==> src/rtl/imm_encoder_if.sv <==
// Request/response bundle for the RV32 immediate encoder.
interface imm_encoder_if;
    logic        req_valid;
    logic        req_ready;
    logic [2:0]  req_fmt;
    logic [6:0]  req_opcode;
    logic [4:0]  req_rd;
    logic [4:0]  req_rs1;
    logic [4:0]  req_rs2;
    logic [2:0]  req_funct3;
    logic [31:0] req_value;
    logic        out_valid;
    logic        out_ready;
    logic [31:0] out_instr;
    logic        out_last;
    logic        out_err;

    // Producer of requests / consumer of instruction words
    modport master (
        output req_valid, req_fmt, req_opcode, req_rd, req_rs1, req_rs2,
               req_funct3, req_value, out_ready,
        input  req_ready, out_valid, out_instr, out_last, out_err
    );

    // The encoder itself
    modport slave (
        input  req_valid, req_fmt, req_opcode, req_rd, req_rs1, req_rs2,
               req_funct3, req_value, out_ready,
        output req_ready, out_valid, out_instr, out_last, out_err
    );
endinterface

==> src/rtl/imm_encoder.sv <==
// Encodes an immediate into an RV32 instruction word (I/S/B/U/J) or expands
// a load-immediate macro into ADDI, LUI, or LUI+ADDI.
module imm_encoder (
    input  logic         clk,
    input  logic         rstn,
    imm_encoder_if.slave bus
);
    localparam int unsigned XLEN  = 32;
    localparam int unsigned IMM_W = 12;
    localparam int unsigned REG_W = 5;

    localparam logic [2:0] FMT_I  = 3'd0;
    localparam logic [2:0] FMT_S  = 3'd1;
    localparam logic [2:0] FMT_B  = 3'd2;
    localparam logic [2:0] FMT_U  = 3'd3;
    localparam logic [2:0] FMT_J  = 3'd4;
    localparam logic [2:0] FMT_LI = 3'd5;

    localparam logic [6:0] OPC_OP_IMM = 7'b0010011;
    localparam logic [6:0] OPC_LUI    = 7'b0110111;

    typedef enum logic [1:0] {IDLE, EMIT1, EMIT2} state_t;

    state_t             state_q, state_d;
    logic [XLEN-1:0]    instr_q, instr_d;
    logic               last_q, last_d;
    logic               err_q, err_d;
    logic [REG_W-1:0]   rd_q, rd_d;
    logic [IMM_W-1:0]   lo_q, lo_d;

    logic [XLEN-1:0]    li_lo;
    logic [XLEN-1:0]    li_hi;
    logic               fits_12;
    logic               fits_13;
    logic               fits_21;
    logic [XLEN-1:0]    enc_word;
    logic               enc_last;
    logic               enc_err;

    // Signed range tests: upper bits must replicate the field's sign bit
    assign fits_12 = (bus.req_value[31:11] == {21{bus.req_value[11]}});
    assign fits_13 = (bus.req_value[31:12] == {20{bus.req_value[12]}});
    assign fits_21 = (bus.req_value[31:20] == {12{bus.req_value[20]}});

    // First word of the request, computed from the live request fields
    always_comb begin
        enc_word = '0;
        enc_last = 1'b1;
        enc_err  = 1'b0;
        li_lo    = {{(XLEN-IMM_W){bus.req_value[11]}}, bus.req_value[11:0]};
        li_hi    = bus.req_value - li_lo;
        case (bus.req_fmt)
            FMT_I: begin
                if (fits_12) enc_word = {bus.req_value[11:0], bus.req_rs1, bus.req_funct3,
                                         bus.req_rd, bus.req_opcode};
                else         enc_err  = 1'b1;
            end
            FMT_S: begin
                if (fits_12) enc_word = {bus.req_value[11:5], bus.req_rs2, bus.req_rs1,
                                         bus.req_funct3, bus.req_value[4:0], bus.req_opcode};
                else         enc_err  = 1'b1;
            end
            FMT_B: begin
                if (fits_13 && !bus.req_value[0])
                    enc_word = {bus.req_value[12], bus.req_value[10:5], bus.req_rs2,
                                bus.req_rs1, bus.req_funct3, bus.req_value[4:1],
                                bus.req_value[11], bus.req_opcode};
                else
                    enc_err = 1'b1;
            end
            FMT_U: begin
                if (bus.req_value[11:0] == '0)
                    enc_word = {bus.req_value[31:12], bus.req_rd, bus.req_opcode};
                else
                    enc_err = 1'b1;
            end
            FMT_J: begin
                if (fits_21 && !bus.req_value[0])
                    enc_word = {bus.req_value[20], bus.req_value[10:1], bus.req_value[11],
                                bus.req_value[19:12], bus.req_rd, bus.req_opcode};
                else
                    enc_err = 1'b1;
            end
            FMT_LI: begin
                if (li_hi == '0) begin
                    enc_word = {bus.req_value[11:0], 5'd0, 3'b000, bus.req_rd, OPC_OP_IMM};
                end else begin
                    enc_word = {li_hi[31:12], bus.req_rd, OPC_LUI};
                    enc_last = (bus.req_value[11:0] == '0);
                end
            end
            default: enc_err = 1'b1;
        endcase
    end

    // Next-state and next-output logic; the ADDI tail is built from registered fields
    always_comb begin
        state_d = state_q;
        instr_d = instr_q;
        last_d  = last_q;
        err_d   = err_q;
        rd_d    = rd_q;
        lo_d    = lo_q;
        case (state_q)
            IDLE: begin
                if (bus.req_valid) begin
                    state_d = EMIT1;
                    instr_d = enc_word;
                    last_d  = enc_last;
                    err_d   = enc_err;
                    rd_d    = bus.req_rd;
                    lo_d    = bus.req_value[11:0];
                end
            end
            EMIT1: begin
                if (bus.out_ready) begin
                    if (last_q) begin
                        state_d = IDLE;
                        instr_d = '0;
                        last_d  = 1'b0;
                        err_d   = 1'b0;
                    end else begin
                        state_d = EMIT2;
                        instr_d = {lo_q, rd_q, 3'b000, rd_q, OPC_OP_IMM};
                        last_d  = 1'b1;
                        err_d   = 1'b0;
                    end
                end
            end
            EMIT2: begin
                if (bus.out_ready) begin
                    state_d = IDLE;
                    instr_d = '0;
                    last_d  = 1'b0;
                    err_d   = 1'b0;
                end
            end
            default: state_d = IDLE;
        endcase
    end

    // State, output and request registers
    always_ff @(posedge clk or negedge rstn) begin
        if (!rstn) begin
            state_q <= IDLE;
            instr_q <= '0;
            last_q  <= 1'b0;
            err_q   <= 1'b0;
            rd_q    <= '0;
            lo_q    <= '0;
        end else begin
            state_q <= state_d;
            instr_q <= instr_d;
            last_q  <= last_d;
            err_q   <= err_d;
            rd_q    <= rd_d;
            lo_q    <= lo_d;
        end
    end

    assign bus.req_ready = (state_q == IDLE);
    assign bus.out_valid = (state_q != IDLE);
    assign bus.out_instr = instr_q;
    assign bus.out_last  = last_q;
    assign bus.out_err   = err_q;

endmodule

==> src/flat_wrapper.sv <==
// flat-port wrapper written by rule: the top's interface ports become plain ports
module imm_encoder_flat 
  (clk, rstn, bus_req_valid, bus_req_fmt, bus_req_opcode, bus_req_rd, bus_req_rs1, bus_req_rs2, bus_req_funct3, bus_req_value, bus_out_ready, bus_req_ready, bus_out_valid, bus_out_instr, bus_out_last, bus_out_err);
  imm_encoder_if bus_i ();
  input  logic clk;
  input  logic rstn;
  input wire logic [$bits(bus_i.req_valid)-1:0] bus_req_valid;
  input wire logic [$bits(bus_i.req_fmt)-1:0] bus_req_fmt;
  input wire logic [$bits(bus_i.req_opcode)-1:0] bus_req_opcode;
  input wire logic [$bits(bus_i.req_rd)-1:0] bus_req_rd;
  input wire logic [$bits(bus_i.req_rs1)-1:0] bus_req_rs1;
  input wire logic [$bits(bus_i.req_rs2)-1:0] bus_req_rs2;
  input wire logic [$bits(bus_i.req_funct3)-1:0] bus_req_funct3;
  input wire logic [$bits(bus_i.req_value)-1:0] bus_req_value;
  input wire logic [$bits(bus_i.out_ready)-1:0] bus_out_ready;
  output wire logic [$bits(bus_i.req_ready)-1:0] bus_req_ready;
  output wire logic [$bits(bus_i.out_valid)-1:0] bus_out_valid;
  output wire logic [$bits(bus_i.out_instr)-1:0] bus_out_instr;
  output wire logic [$bits(bus_i.out_last)-1:0] bus_out_last;
  output wire logic [$bits(bus_i.out_err)-1:0] bus_out_err;
  assign bus_i.req_valid = bus_req_valid;
  assign bus_i.req_fmt = bus_req_fmt;
  assign bus_i.req_opcode = bus_req_opcode;
  assign bus_i.req_rd = bus_req_rd;
  assign bus_i.req_rs1 = bus_req_rs1;
  assign bus_i.req_rs2 = bus_req_rs2;
  assign bus_i.req_funct3 = bus_req_funct3;
  assign bus_i.req_value = bus_req_value;
  assign bus_i.out_ready = bus_out_ready;
  assign bus_req_ready = bus_i.req_ready;
  assign bus_out_valid = bus_i.out_valid;
  assign bus_out_instr = bus_i.out_instr;
  assign bus_out_last = bus_i.out_last;
  assign bus_out_err = bus_i.out_err;
  imm_encoder u_core (.clk(clk), .rstn(rstn), .bus(bus_i));
endmodule
==> config.mk <==
export PLATFORM = sky130hd
export DESIGN_NAME = imm_encoder_flat
export DESIGN_NICKNAME = d
export VERILOG_FILES = /design/src/rtl/imm_encoder_if.sv /design/src/rtl/imm_encoder.sv /design/src/flat_wrapper.sv
export SDC_FILE = /design/constraint.sdc
export NUM_CORES = 1
export LEC_CHECK = 0
export BUFFER_PORTS_ARGS = -buffer_cell sky130_fd_sc_hd__buf_4
export CORE_ASPECT_RATIO = 1.5
export CORE_MARGIN = 2
export CORE_UTILIZATION = 38
export DETAILED_ROUTE_END_ITERATION = 8
export GPL_ROUTABILITY_DRIVEN = 1
export GPL_TIMING_DRIVEN = 0
export HOLD_SLACK_MARGIN = 0.06
export SYNTH_ARGS = -nofsm -noshare
export SYNTH_HDL_FRONTEND = slang
export SYNTH_SLANG_ARGS = --single-unit
==> constraint.sdc <==
create_clock -name clk -period 5.2 [get_ports clk]
set_input_delay 0 -clock clk [delete_from_list [all_inputs] [get_ports clk]]
set_output_delay 0 -clock clk [all_outputs]
set_load 0.005 [all_outputs]
== After elaboration in Yosys (flattened, before gate mapping) ==
Cells that the tools add are included.
Word-level totals
  input port bits: 64
  register bits after elaboration: 53
  logic and storage cells: 68
  output and inout port bits: 36
Operators by class
  $add $sub $neg: 1
  reductions and logical operators: 16
  equal/unequal tests: 14
  mux-type cells: 31
Operators with widths (number)
  two-way mux 32 bit: 10
  case mux 32 bit (6 select lines): 1
  case mux 32 bit (3 select lines): 1
  logical NOT 32 bit: 1
  subtractor 32 bit: 1
  == test 20 bit: 1
  == test 19 bit: 1
  logical NOT 12 bit: 1
  == test 11 bit: 1
  two-way mux 1 bit: 11
  two-way mux 2 bit: 4
  == test 3 x 2 -> 1 bit, second input constant: 2
  == test 3 bit, second input constant: 2
  inequality test 2 bit, second input constant: 3
  case mux 2 bit (3 select lines): 1
  AND reduction 3 bit: 2
  case mux 1 bit (5 select lines): 1
  AND reduction 4 bit: 1
  nonzero test 2 bit: 2
  OR reduction 2 bit: 2
  == test 3 x 1 -> 1 bit, second input constant: 1
  logical NOT 3 bit: 1
  case mux 1 bit (3 select lines): 1
  nonzero test 3 bit: 1
  other kinds (8): 9

== Logic depth before layout (Yosys ltp) ==
  depth in word-level cells: 6
  gate-level depth with buffers: 13
  depth with buffers taken out: 11

== Worst setup path before layout ==
No wires, ideal clock.
  kind: in2reg
  start point: in bus_req_value[11]
  end point: reg u_core.instr_q[21], in the netlist u_core.bus.out_instr[21]
  path slack: 1.901 ns
  stages: 13
  library setup time: 0.129 ns
  arrival: 3.170 ns
  path buffers: 2
  data required time: 5.071 ns
  cells stage by stage: clkbuf_1 inv_1 ha_1 buf_6 nand4_2 nor4_1 a211oi_1 o31ai_1 xor2_1 or4_4 o31a_1 a221oi_2 o21ai_1
Between the ends
  word-level cells in the longest chain between the ends: 6
  elaborated cells between the ends (all ways): 11
  classes of those cells: add/sub: 1; eq/ne: 1; mux: 7; reduce/logical: 2
RTL lines
  start, declared: line flat_wrapper.sv:14  | input wire logic [$bits(bus_i.req_value)-1:0] bus_req_value;
  subtractor 32 bit: line imm_encoder.sv:51  | li_hi = bus.req_value - li_lo;
  logical NOT 32 bit: line imm_encoder.sv:85  | if (li_hi == '0) begin
  two-way mux 32 bit: line imm_encoder.sv:85
  case mux 32 bit (6 select lines) *: line imm_encoder.sv:52  | case (bus.req_fmt)
  two-way mux 32 bit *: line imm_encoder.sv:106  | if (bus.req_valid) begin
  case mux 32 bit (3 select lines) *: line imm_encoder.sv:104  | case (state_q)
  end signal, assigned: line imm_encoder.sv:153  | instr_q <= instr_d;
  end, declared: line imm_encoder.sv:25  | logic [XLEN-1:0] instr_q, instr_d;
Every way passes the cells marked *; elsewhere a longest branch is shown, timed or not. The select of a mux whose other input is x is not followed.
A chain may end at the register's enable or synchronous reset.

== Worst setup path in the final report ==
  start point: in bus_req_value[11]
  end point: reg u_core.instr_q[17], in the netlist u_core.bus.out_instr[17]
The elaborated chain is that of the path after synthesis.

==> results by group <==
Status
  • Outcome: finished clean

Yosys
  • Main synth FF type: dfrtp_1
  • Synth Net Count: 648
  • Syn avg cell area: 8.265 sq um
  • Number of enable flip-flop cells after synthesis: 0
  • Post-Syn Instances: 560
  • Post-synthesis sequential area ratio: 0.2866
  • Mapped cell area: 4628 sq um
  • #FFs+latches synth: 53
  • Synth cell types: 85
  • Asr flop ratio synth: 1.000
  • Yosys Warn Count: 0

Critical path
  • CP Max Fanout: 21
  • Crit path DAT: 4.73 ns
  • CP Class: in -> reg
  • R2R Path End: u_core.bus.out_instr[17]
  • Worst setup SP type: input pin
  • Reg-to-reg slack, setup: 1.64 ns
  • Launch point of the worst reg-to-reg path: u_core.state_q[0]
  • R2R depth: 9
  • Critical Path RT: 5.39 ns
  • Crit. Startpoint: bus_req_value[11]
  • Crit. End Element: flop

STA
  • Rel. slew slack: 0.4208
  • Fmax: 219.9 MHz
  • RSZ-0062 raised after global routing: no
  • Final Hold Fails: 0
  • Final-report max-slew violation count: 0
  • Setup violators final: 0
  • Fin worst setup slack: 0.6529 ns
  • Worst-margin pin slew: 0.8678 ns
  • Final Cycle Share: 0.8744
  • Tmin final: 4.547 ns
  • Hold slack: 0.06811 ns
  • Setup TNS: 0 ns
  • Clk_skew: 0.003304 ns

Power
  • Lkg Pwr: 2.625 nW
  • PD cells: 405.8 nW/um^2
  • Worst vdd ir: 0.3110 mV

Global routing
  • GR Overflow Total: 0
  • Met3 Resource Use GR: 0.02228
  • GRT met2 Usage: 0.4865
  • Vias in the first global route: 5136
  • Largest net degree at the start of global routing: 54
  • Gr usage total: 0.2625
  • GRT busiest layer: met2
  • Initial antenna violation count: 0
  • First-pass GRT wire length: 27030 um
  • Grt met1 use: 0.3062

Clock tree
  • Clock root buffer: clkbuf_16
  • Clk_lat worst skew: 0.30 ns
  • Clk buf depth: 2
  • CTS buffer count: 5
  • Post-CTS Setup Bufs: 0
  • CTS clock-pin slew for the worst setup and hold paths: 0.07 ns
  • CTS H-tree lvls: 2
  • # clock sinks: 53
  • CTS tree: yes

Min path
  • Hold_sp: bus_req_value[18]
  • Worst Hold Class: in -> reg
  • Hold Path Cell Cnt: 3
  • Worst Hold Path EP: u_core.bus.out_instr[18]

Place
  • Placed inst area: 5555 sq um
  • DP HPWL: 13410 um
  • Port Buf Inserts: 98
  • Routability cong.: 0.9118
  • DP Worst Slack: 0.7962 ns

Floorplan
  • Cell row count: 49
  • Ports: 100
  • Starting density of the core: 0.3871
  • Vert. Die Dim: 139.2 um
  • Die area: 13100 sq um
  • Die W: 94.11 um
  • Core ar.: 11960 sq um

Final layout
  • Most frequent cells in the layout: buf_4, nand2_1, dfrtp_1
  • Final Core Density: 0.5084
  • Share of layout cells above drive strength 1: 0.2240
  • Ant. Diodes: 0
  • Final Instance Area: 6078 sq um
  • Final Net Count: 788
  • Commonest non-fill, non-tap cell in the layout: buf_4
  • P&R area growth vs syn: 31.33%

Drt
  • Wirelength per Cell: 19.76 um
  • Drt via density: 5.944
  • Via count: 5076
  • Drt first pass iters: 5
  • Routed Antenna Nets: 0
  • DRT iter0 DRCs: 308
  • DRC Markers: 0
  • Final WL: 16880 um

Flow run
  • MaxCap Viol Count: 0
power by group:
group	internal [W]	total (W)	switching, W
logic	0.000581	0.00138	0.000798
registers	0.000585	0.000689	0.000104
clock network	0.000241	0.000399	0.000158
total	0.00141	0.00247	0.00106
cell usage after synthesis (12+ instances only):
| cell | number | share of area |
|---|---|---|
| nor2_1 | 41 | 0.033 |
| clkbuf_1 | 20 | 0.016 |
| a21oi_1 | 49 | 0.053 |
| nand2_1 | 59 | 0.048 |
| o21ai_0 | 44 | 0.048 |
| inv_1 | 16 | 0.013 |
| ha_1 | 24 | 0.065 |
| mux2_2 | 12 | 0.029 |
| dfrtp_1 | 53 | 0.29 |
| nand3_1 | 12 | 0.013 |
| nor3_1 | 13 | 0.014 |
| nand4_1 | 12 | 0.016 |
registers in the layout, summed over array words and instances (netlist names):
name,count
u_core.bus.out_err,1
u_core.bus.out_instr,32
u_core.state_q,2
u_core.rd_q,5
u_core.lo_q,12
u_core.bus.out_last,1
cell type report:
| type | instances | area [sq um] |
|---|---|---|
| flip-flops and latches | 53 | 1326 |
| plain buffers | 31 | 153.9 |
| clock inverters | 1 | 30.03 |
| well taps | 153 | 191.4 |
| repair buffers | 133 | 1086 |
| fillers | 1203 | 5877 |
| inverters | 16 | 60.06 |
| multi-input cells | 460 | 3088 |
| clock buffers | 7 | 142.6 |
how the worst max path moves through the flow:
| stage | to | slack [ns] |
|---|---|---|
| 2_1_floorplan | u_core.bus.out_instr[21] | 1.90 |
| 3_3_place_gp | u_core.bus.out_instr[21] | 0.83 |
| 3_5_place_dp | u_core.bus.out_instr[21] | 0.80 |
| 4_1_cts | u_core.bus.out_instr[16] | 0.70 |
| 5_1_grt | u_core.bus.out_instr[17] | 0.32 |
| 6_report | u_core.bus.out_instr[17] | 0.65 |
per-stage QoR:
step,total power [W],std cells
detailed placement,0.002029,811
finish,0.002467,854
global route,0.002649,854
global placement,0.002001,811
floorplan,0.001507,560
CTS,0.002466,854
logic make-up (layout without fill, tap and decap cells):
group / after synthesis / count (layout) / synth area share
xor gates and xnor gates: 9 / 9 / 0.01866
AOI/OAI and AO/OA: 213 / 213 / 0.3266
adders and majority gates: 24 / 24 / 0.06488
and+or+nand+nor: 200 / 200 / 0.2236
buffers and inverters: 47 / 188 / 0.04623
DFF: 53 / 53 / 0.2866
muxes: 14 / 14 / 0.03352
critical path: stages:
cell and delay, ns:
buf_4 0.08, clkbuf_1 0.34, inv_1 0.52, ha_1 0.47, buf_2 0.20, nand3_2 0.20, nor2_2 0.33, o2111ai_1 0.23
and2_1 0.21, a311oi_1 0.52, nand4b_1 0.31, o31a_1 0.53, nand2_1 0.13, a31oi_1 0.08, dlygate4sd3_1 0.56
routing by layer:
layer / routed length (um) / up-vias
li1: - / 2422
met1: 6666 / 2447
met2: 8946 / 166
met3: 650 / 41
met4: 611 / 0
met5: 0 / -
timing repair:
item | in CTS | in global routing
hold buffers | 35 | 0
endpoints found under the hold margin | 94 | 0
resized for setup | 0 | 0
No activity file was read; power rests on OpenSTA's default activity.
